==> src/rtl/outagu_pkg.sv <==
// Shared defaults and FSM encoding for the output-side address generator.
package outagu_pkg;

  localparam int unsigned OUTAGU_N_DEF       = 64;
  localparam int unsigned OUTAGU_BDBANKA_DEF = 15;
  localparam int unsigned OUTAGU_BLENGTH_DEF = 15;
  localparam int unsigned OUTAGU_BPREC_DEF   = 6;

  typedef enum logic [1:0] {
    ST_IDLE   = 2'd0,
    ST_ACCEPT = 2'd1,
    ST_WRITE  = 2'd2,
    ST_FIN    = 2'd3
  } outagu_state_e;

endpackage

==> src/rtl/outagu_if.sv <==
// Bit-plane input stream plus data-memory write request port.
interface outagu_if
  import outagu_pkg::*;
#(
  parameter int unsigned N       = OUTAGU_N_DEF,
  parameter int unsigned BDBANKA = OUTAGU_BDBANKA_DEF
);
  logic               in_valid;
  logic               in_ready;
  logic [N-1:0]       in_word;
  logic               wrd_en;
  logic               wrd_grnt;
  logic [BDBANKA-1:0] wrd_addr;
  logic [N-1:0]       wrd_word;

  // Environment side: quantizer source and memory arbiter.
  modport master (
    output in_valid, in_word, wrd_grnt,
    input  in_ready, wrd_en, wrd_addr, wrd_word
  );

  modport slave (
    input  in_valid, in_word, wrd_grnt,
    output in_ready, wrd_en, wrd_addr, wrd_word
  );
endinterface

==> src/rtl/outagu_dimcnt.sv <==
// Three-level vector counter with wrapping strided address; shared by input and output AGUs.
module agu_dimcnt
  import outagu_pkg::*;
#(
  parameter int unsigned BDBANKA = OUTAGU_BDBANKA_DEF,
  parameter int unsigned BLENGTH = OUTAGU_BLENGTH_DEF
) (
  input  logic               clk,
  input  logic               clr,
  input  logic               load,
  input  logic [BDBANKA-1:0] base,
  input  logic [BLENGTH-1:0] stride_0,
  input  logic [BLENGTH-1:0] stride_1,
  input  logic [BLENGTH-1:0] stride_2,
  input  logic [BLENGTH-1:0] length_0,
  input  logic [BLENGTH-1:0] length_1,
  input  logic [BLENGTH-1:0] length_2,
  input  logic               step,
  output logic               last,
  output logic [BDBANKA-1:0] addr
);

  logic [BLENGTH-1:0] stride_q [3];
  logic [BLENGTH-1:0] length_q [3];
  logic [BLENGTH-1:0] cnt_q    [3];
  logic [BDBANKA-1:0] addr_q;

  always_ff @(posedge clk or posedge clr) begin
    if (clr) begin
      for (int unsigned i = 0; i < 3; i++) begin
        stride_q[i] <= '0;
        length_q[i] <= '0;
        cnt_q[i]    <= '0;
      end
      addr_q <= '0;
    end else if (load) begin
      stride_q[0] <= stride_0;
      stride_q[1] <= stride_1;
      stride_q[2] <= stride_2;
      length_q[0] <= length_0;
      length_q[1] <= length_1;
      length_q[2] <= length_2;
      for (int unsigned i = 0; i < 3; i++) cnt_q[i] <= '0;
      addr_q <= base;
    end else if (step) begin
      // Strides accumulate; inner counters reset without rewinding the address.
      if (cnt_q[0] < length_q[0]) begin
        cnt_q[0] <= cnt_q[0] + 1'b1;
        addr_q   <= addr_q + BDBANKA'(stride_q[0]);
      end else if (cnt_q[1] < length_q[1]) begin
        cnt_q[0] <= '0;
        cnt_q[1] <= cnt_q[1] + 1'b1;
        addr_q   <= addr_q + BDBANKA'(stride_q[1]);
      end else if (cnt_q[2] < length_q[2]) begin
        cnt_q[0] <= '0;
        cnt_q[1] <= '0;
        cnt_q[2] <= cnt_q[2] + 1'b1;
        addr_q   <= addr_q + BDBANKA'(stride_q[2]);
      end
    end
  end

  assign last = (cnt_q[0] == length_q[0]) && (cnt_q[1] == length_q[1]) &&
                (cnt_q[2] == length_q[2]);
  assign addr = addr_q;

endmodule

==> src/rtl/outagu.sv <==
// Output AGU: writes each vector's bit-planes to consecutive addresses from a strided vector base.
module outagu
  import outagu_pkg::*;
#(
  parameter int unsigned N       = OUTAGU_N_DEF,
  parameter int unsigned BDBANKA = OUTAGU_BDBANKA_DEF,
  parameter int unsigned BLENGTH = OUTAGU_BLENGTH_DEF,
  parameter int unsigned BPREC   = OUTAGU_BPREC_DEF
) (
  input  logic               clk,
  input  logic               clr,
  input  logic               start,
  input  logic [BPREC-1:0]   oprecision,
  input  logic [BDBANKA-1:0] obaseaddr,
  input  logic [BLENGTH-1:0] ostride_0,
  input  logic [BLENGTH-1:0] ostride_1,
  input  logic [BLENGTH-1:0] ostride_2,
  input  logic [BLENGTH-1:0] olength_0,
  input  logic [BLENGTH-1:0] olength_1,
  input  logic [BLENGTH-1:0] olength_2,
  output logic               busy,
  output logic               done,
  outagu_if.slave            bus
);

  outagu_state_e      state_q, state_d;
  logic [BPREC-1:0]   prec_q;
  logic [BPREC-1:0]   p_q;
  logic [BDBANKA-1:0] wrd_addr_q;
  logic [N-1:0]       wrd_word_q;
  logic [BDBANKA-1:0] vaddr;
  logic               last_vec;
  logic               plane_last;
  logic               load, step, p_inc, p_clr, capture;

  assign plane_last = (p_q == prec_q - BPREC'(1));

  always_ff @(posedge clk or posedge clr) begin
    if (clr) state_q <= ST_IDLE;
    else     state_q <= state_d;
  end

  always_comb begin
    state_d = state_q;
    load    = 1'b0;
    step    = 1'b0;
    p_inc   = 1'b0;
    p_clr   = 1'b0;
    capture = 1'b0;
    case (state_q)
      ST_IDLE: begin
        if (start) begin
          load    = 1'b1;
          state_d = (oprecision == '0) ? ST_FIN : ST_ACCEPT;
        end
      end
      ST_ACCEPT: begin
        if (bus.in_valid) begin
          capture = 1'b1;
          state_d = ST_WRITE;
        end
      end
      ST_WRITE: begin
        if (bus.wrd_grnt) begin
          if (!plane_last) begin
            p_inc   = 1'b1;
            state_d = ST_ACCEPT;
          end else begin
            p_clr = 1'b1;
            if (last_vec) begin
              state_d = ST_FIN;
            end else begin
              step    = 1'b1;
              state_d = ST_ACCEPT;
            end
          end
        end
      end
      ST_FIN:  state_d = ST_IDLE;
      default: state_d = ST_IDLE;
    endcase
  end

  always_ff @(posedge clk or posedge clr) begin
    if (clr) begin
      prec_q     <= '0;
      p_q        <= '0;
      wrd_addr_q <= '0;
      wrd_word_q <= '0;
    end else begin
      if (load) begin
        prec_q <= oprecision;
        p_q    <= '0;
      end else if (p_inc) begin
        p_q <= p_q + 1'b1;
      end else if (p_clr) begin
        p_q <= '0;
      end
      // Address and word are registered at acceptance and held through the grant wait.
      if (capture) begin
        wrd_addr_q <= vaddr + BDBANKA'(p_q);
        wrd_word_q <= bus.in_word;
      end
    end
  end

  agu_dimcnt #(
    .BDBANKA (BDBANKA),
    .BLENGTH (BLENGTH)
  ) u_dimcnt (
    .clk      (clk),
    .clr      (clr),
    .load     (load),
    .base     (obaseaddr),
    .stride_0 (ostride_0),
    .stride_1 (ostride_1),
    .stride_2 (ostride_2),
    .length_0 (olength_0),
    .length_1 (olength_1),
    .length_2 (olength_2),
    .step     (step),
    .last     (last_vec),
    .addr     (vaddr)
  );

  assign bus.in_ready = (state_q == ST_ACCEPT);
  assign bus.wrd_en   = (state_q == ST_WRITE);
  assign bus.wrd_addr = wrd_addr_q;
  assign bus.wrd_word = wrd_word_q;
  assign busy         = (state_q == ST_ACCEPT) || (state_q == ST_WRITE);
  assign done         = (state_q == ST_FIN);

endmodule

==> src/flat_wrapper.sv <==
// flat-port wrapper written by rule: the top's interface ports become plain ports
module outagu_flat import outagu_pkg::*;
#(
  parameter int unsigned N       = OUTAGU_N_DEF,
  parameter int unsigned BDBANKA = OUTAGU_BDBANKA_DEF,
  parameter int unsigned BLENGTH = OUTAGU_BLENGTH_DEF,
  parameter int unsigned BPREC   = OUTAGU_BPREC_DEF
)
  (clk, clr, start, oprecision, obaseaddr, ostride_0, ostride_1, ostride_2, olength_0, olength_1, olength_2, busy, done, bus_in_valid, bus_in_word, bus_wrd_grnt, bus_in_ready, bus_wrd_en, bus_wrd_addr, bus_wrd_word);
  outagu_if #(.N(N), .BDBANKA(BDBANKA)) bus_i ();
  input  logic clk;
  input  logic clr;
  input  logic start;
  input  logic [BPREC-1:0] oprecision;
  input  logic [BDBANKA-1:0] obaseaddr;
  input  logic [BLENGTH-1:0] ostride_0;
  input  logic [BLENGTH-1:0] ostride_1;
  input  logic [BLENGTH-1:0] ostride_2;
  input  logic [BLENGTH-1:0] olength_0;
  input  logic [BLENGTH-1:0] olength_1;
  input  logic [BLENGTH-1:0] olength_2;
  output logic busy;
  output logic done;
  input wire logic [$bits(bus_i.in_valid)-1:0] bus_in_valid;
  input wire logic [$bits(bus_i.in_word)-1:0] bus_in_word;
  input wire logic [$bits(bus_i.wrd_grnt)-1:0] bus_wrd_grnt;
  output wire logic [$bits(bus_i.in_ready)-1:0] bus_in_ready;
  output wire logic [$bits(bus_i.wrd_en)-1:0] bus_wrd_en;
  output wire logic [$bits(bus_i.wrd_addr)-1:0] bus_wrd_addr;
  output wire logic [$bits(bus_i.wrd_word)-1:0] bus_wrd_word;
  assign bus_i.in_valid = bus_in_valid;
  assign bus_i.in_word = bus_in_word;
  assign bus_i.wrd_grnt = bus_wrd_grnt;
  assign bus_in_ready = bus_i.in_ready;
  assign bus_wrd_en = bus_i.wrd_en;
  assign bus_wrd_addr = bus_i.wrd_addr;
  assign bus_wrd_word = bus_i.wrd_word;
  outagu #(.N(N), .BDBANKA(BDBANKA), .BLENGTH(BLENGTH), .BPREC(BPREC)) u_core (.clk(clk), .clr(clr), .start(start), .oprecision(oprecision), .obaseaddr(obaseaddr), .ostride_0(ostride_0), .ostride_1(ostride_1), .ostride_2(ostride_2), .olength_0(olength_0), .olength_1(olength_1), .olength_2(olength_2), .busy(busy), .done(done), .bus(bus_i));
endmodule
==> config.mk <==
export PLATFORM = sky130hd
export DESIGN_NAME = outagu_flat
export DESIGN_NICKNAME = d
export VERILOG_FILES = /design/src/rtl/outagu_pkg.sv /design/src/rtl/outagu_if.sv /design/src/rtl/outagu_dimcnt.sv /design/src/rtl/outagu.sv /design/src/flat_wrapper.sv
export SDC_FILE = /design/constraint.sdc
export NUM_CORES = 1
export LEC_CHECK = 0
export BUFFER_PORTS_ARGS = -buffer_cell sky130_fd_sc_hd__buf_4
export CELL_PAD_IN_SITES_DETAIL_PLACEMENT = 0
export CELL_PAD_IN_SITES_GLOBAL_PLACEMENT = 1
export CORE_MARGIN = 1.5
export CORE_UTILIZATION = 45
export DETAILED_ROUTE_END_ITERATION = 16
export PLACE_DENSITY_LB_ADDON = 0.1
export SYNTH_ARGS = -nofsm -noshare
export SYNTH_HDL_FRONTEND = slang
export SYNTH_SLANG_ARGS = --single-unit
==> constraint.sdc <==
create_clock -name clk -period 13.1 [get_ports clk]
set_input_delay 0.655 -clock clk [delete_from_list [all_inputs] [get_ports clk]]
set_output_delay 0.655 -clock clk [all_outputs]
set_load 0.05 [all_outputs]
* Word-level counts from Yosys, hierarchy flattened
Cells that the tools add are included.
Storage, ports and cells: output and inout port bits 83, input port bits 180, register bits 243, word-level logic and storage cells 89
Operators by class: $add $sub $neg 9, order comparisons 3, muxes and demuxes 36, reductions and logical operators 14, equality and inequality tests 12
Operator list (count):
- two-way mux 45 bit | 3
- two-way mux 15 bit | 7
- two-way mux 30 bit | 2
- adder 15 x 1 -> 15 bit (second input constant) | 3
- adder 15 bit | 3
- == test 15 bit | 3
- less-than comparator 15 bit | 3
- two-way mux 6 bit | 3
- adder 15 x 6 -> 15 bit | 1
- two-way mux 1 bit | 14
- two-way mux 2 bit | 6
- one-hot mux 2 bit (4 select lines) | 1
- adder 6 x 1 -> 6 bit (second input constant) | 1
- == test 6 bit | 1
- logical NOT 6 bit | 1
- != test 2 bit (second input constant) | 3
- AND reduction 3 bit | 2
- nonzero test 3 bit | 2
- subtractor 6 x 1 -> 6 bit (second input constant) | 1
- == test 2 bit (second input constant) | 2
- != test 2 x 1 -> 1 bit (second input constant) | 2
- AND reduction 4 bit | 1
- nonzero test 2 bit | 2
- nonzero test 4 bit | 1
- 5 further kinds | 6

* Depth between registers and ports, before layout
word-level depth 9, depth in mapped cells 20

* By module
From an unflattened synthesis, not the netlist that was laid out.
Second synthesis, totals: cells, all modules 1195, area total of the unflattened synthesis 12508.2 sq um
Modules (own cells, without submodules):
- agu_dimcnt | times used 1, area each 8287.9 sq um, sequential area each 3753.6 sq um, cells an instance 858
- outagu | times used 1, area each 4220.3 sq um, sequential area each 2327.2 sq um, cells an instance 337

* Least setup slack after synthesis
Ideal clock, no wire load.
kind register to register, from register u_core.u_dimcnt.cnt_q[19] (netlist name), to register u_core.u_dimcnt.addr_q[14] (netlist: u_core.u_dimcnt.addr[14]), required time 12974 ps, stages on the path, launching flop included 19, setup slack 8675 ps, arrival 4299 ps, library setup time 126 ps, clock period less this slack 4425 ps, buffers on the path 1, path through dfrtp_1 ha_1 a211oi_1 nor2_1 o31a_1 nor2_1 clkbuf_1 mux2i_1 o21ai_0 ha_1 fa_1 a21oi_1 o211ai_1 o221ai_1 o21ai_0 a31oi_1 xnor2_1 o21ai_0 a221o_1
Between the ends: cells in the longest elaborated chain, start to end 9, elaborated cells between the ends (all ways) 15
Ends and longest elaborated chain:
- start, declared | RTL line outagu_dimcnt.sv:25 | logic [BLENGTH-1:0] cnt_q [3];
- branches (longest 9 deep; another with less-than comparator 15 bit)
- end signal, assigned | RTL line outagu_dimcnt.sv:49 | addr_q <= addr_q + BDBANKA'(stride_q[0]);
- end signal, assigned | RTL line outagu_dimcnt.sv:53 | addr_q <= addr_q + BDBANKA'(stride_q[1]);
- end signal, assigned | RTL line outagu_dimcnt.sv:58 | addr_q <= addr_q + BDBANKA'(stride_q[2]);
- end, declared | RTL line outagu_dimcnt.sv:26 | logic [BDBANKA-1:0] addr_q;
Several ways; the timed one is not identified. The select of a mux whose other input is x is not followed. A chain may end at the register's enable or synchronous reset.

* Worst setup path in the final report
Same ends and word-level chain as after synthesis.

==> results.cfg <==
[synthesis]
ys_warn_count = 0
netlist_top_cells_count = 288 x nand2_1, 243 x dfrtp_1, 140 x o21ai_0, 76 x ha_1, 71 x inv_1
ys_ff_latch = 243
synth_top_cell_by_area = dfrtp_1
synth_fp_nets = 1570
ys_seq_area_frac = 0.4861
syn_inst = 1312
synthTopCellsByArea = dfrtp_1 49%, nand2_1 8.6%, ha_1 7.6%, mux2_2 5.9%, o21ai_0 5.6%
yosys.area.top_type_share = 0.4861
syn_area_per_cell_sq_um = 9.534
yosysMostFrequentCell = nand2_1
synthFlopType = dfrtp_1
synth_edf_count = 0
syn-cell-area_sq_um = 12510
async_reset_ff_frac = 1.000
synth_cell_types = 62

[route]
drc_errors = 0
routed_via_density = 5.196
drt-wirelength-per-cell_microns = 16.40
finalWirelength_microns = 31920
ant_nets = 0
vias = 10120
dr.pass1.iters = 5
drtIter0Drc = 689

[setup_path]
crit_buf_inv = 1
r2r_end = u_core.u_dimcnt.addr[14]
required_ns = 13.51
regToRegSetupSlack_ns = 8.38
cp.arrival_ns = 5.13
crit_path_max_fanout = 18
cp_slowest_cell = dfrtp_1
end_kind = register
cpPeakStageDelay_ns = 0.41
r2r-start = u_core.u_dimcnt.cnt_q[19]
critPathTopFamily = compound AO/OA/AOI/OAI gates
path_class = reg2reg
crit_start = u_core.u_dimcnt.cnt_q[19]
r2r_cells = 18
cp-start-kind = register
cp_cell_sequence = ha_1, a211oi_1, nor2_1, o31a_1, nor2_2, buf_4, mux2i_1, o21ai_0, ha_1, fa_1, a21oi_1, o211ai_1, o221ai_1, o21ai_0, a31oi_1, xnor2_1, o21ai_0, a221o_1
crit_top_cell = o21ai_0

[sta]
setup_violations = 0
slew_violations = 0
holdWs_ns = 0.2750
setup-tns-final_ns = 0
fin_skew_ns = 0.007905
max_freq_ghz = 0.2118
min_period_ns = 4.721
post-route-period-util = 0.3603
tightest_slew_ns = 1.166
max_slew_margin = 0.2200
hold_violations = 0
rsz0062_at_grt = false

[floorplan]
start_util = 0.4615
fp.dieH_microns = 169.7
die_w_microns = 169.7
rows = 60
io_pins = 263
die-area_sq_um = 28800
coreArea_sq_um = 27100

[job]
max_cap_viol_count = 0

[clock_tree]
cts.sinks = 243
path_clk_slew_ns = 0.06
clk_path_buf_depth = 3
cts.repair.resized = 0
cts_buffers = 27
cts_htree_levels = 1
cts_tree = yes
hold_buffers = 0
post-cts-setup-buffers = 0
cts_root_buf = clkbuf_16
clk_latency_ns = 0.52

[power]
clkPwrFrac = 0.185
swShare = 0.4382
p_sw_w = 0.001708
p_total_w = 0.003897
p_leak_nw = 7.662
sequentialPowerShare = 0.318
ir_worst_vdd_mv = 0.1092
powerDensity_nw_per_um2 = 248.9
p_comb_frac = 0.497
intPower_w = 0.002190

[outcome]
status = complete, no violations

[min_path]
hp-class = in2async

[grt]
grt_pass1_vias = 9767
grt_pass1_wl_microns = 51050
grt_util_all_layers = 0.2208
grt_util_met1 = 0.3169
grt.busiest_layer = met2
antenna_found_initial = 0
met2_usage = 0.3537
overflow = 0
grt_max_degree = 115
grt_util_met3 = 0.03825

[finish]
regArea_sq_um = 6081
fillers = 2410
drive_above_1_share = 0.2508
multiInputGateArea_sq_um = 5976
n_antenna_cell = 0
finalNetCount = 1815
finalNonFillerCells = 1947
syn_to_final_growth_pct = 25.19

[placement]
dpl.hpwl_microns = 23400
portBuffers = 262
gp_congestion = 0.8117
placedCellCount = 1900
stage by stage:
step	utilization	setup slack, ns	instance area [sq um]
after floorplan	-	5.772	12510
after global placement	0.5467	8.614	14820
after detailed placement	0.5467	8.405	14820
after CTS	0.5778	8.409	15660
after global routing	0.5778	8.082	15660
final	0.5778	8.379	15660
final cells by class:
type	instances	area share
inverters	71	0.01750
clock buffers	45	0.05322
flip-flops and latches	243	0.3883
well taps	372	0.02972
clock inverters	2	0.0006392
multi-input cells	945	0.3816
repair buffers	269	0.1290
metal layers:
metal  vias to the layer above  share of wire
li1                       5021              -
met1                      4789           0.47
met2                       271           0.46
met3                        36          0.061
met4                         0          0.012
met5                         -              0
flip-flops by register name, summed over array words and instances, names as in the netlist, 6 cells and up:
signal / flops
u_core.p_q: 6
u_core.u_dimcnt.stride_q: 45
u_core.prec_q: 6
u_core.bus.wrd_addr: 15
u_core.u_dimcnt.cnt_q: 45
u_core.u_dimcnt.length_q: 45
u_core.u_dimcnt.addr: 15
u_core.bus.wrd_word: 64
power by group through the flow:
| stage | Combinational, W | Clock (W) | Sequential, W |
|---|---|---|---|
| floorplan | 0.000997 | 0 | 0.00164 |
| global placement | 0.00192 | 0 | 0.00124 |
| detailed placement | 0.00194 | 0 | 0.00125 |
| CTS | 0.00195 | 0.000744 | 0.00124 |
| global route | 0.00213 | 0.000768 | 0.00128 |
| finish | 0.00194 | 0.000722 | 0.00124 |
worst max path at each step:
stage | end | slack (ns) | cells past startpoint
2_1_floorplan | u_core.bus.wrd_addr[0] | 5.77 | 1
3_3_place_gp | u_core.u_dimcnt.addr[14] | 8.61 | 18
3_5_place_dp | u_core.u_dimcnt.addr[14] | 8.41 | 18
4_1_cts | u_core.u_dimcnt.addr[14] | 8.41 | 18
5_1_grt | u_core.u_dimcnt.addr[11] | 8.08 | 17
6_report | u_core.u_dimcnt.addr[14] | 8.38 | 18
placed cells by master (no fill, tap or decap), types with 5 or more instances in the layout:
cell type | synthesis | final
or4_1 | 10 | 10
nor4_1 | 7 | 7
or3_1 | 9 | 9
a31oi_1 | 9 | 9
clkbuf_1 | 45 | 9
mux2_2 | 66 | 66
nand2b_1 | 5 | 5
o21ai_0 | 140 | 140
nor3_1 | 12 | 11
xor2_1 | 10 | 10
nand4_1 | 16 | 16
and3_1 | 20 | 20
a211oi_1 | 6 | 6
a21o_1 | 10 | 10
clkbuf_8 | 0 | 9
xnor2_1 | 29 | 29
nand2_1 | 288 | 286
buf_4 | 1 | 269
o31ai_1 | 17 | 17
ha_1 | 76 | 76
mux2i_1 | 15 | 15
clkbuf_16 | 0 | 27
dfrtp_1 | 243 | 243
a21oi_1 | 51 | 51
inv_1 | 71 | 70
nand3_1 | 38 | 38
nor2_1 | 52 | 51
logic make-up after synthesis:
logic type,count (synthesis),share of synthesized area
AND/OR/NAND/NOR,483,0.1751
AO/OA/AOI/OAI,264,0.1231
flip-flops,243,0.4861
buffers and inverters,124,0.03771
multiplexers,81,0.07142
adder cells (fa/ha/maj),78,0.07922
XOR/XNOR,39,0.02731
(Power assumes the default switching activity.)
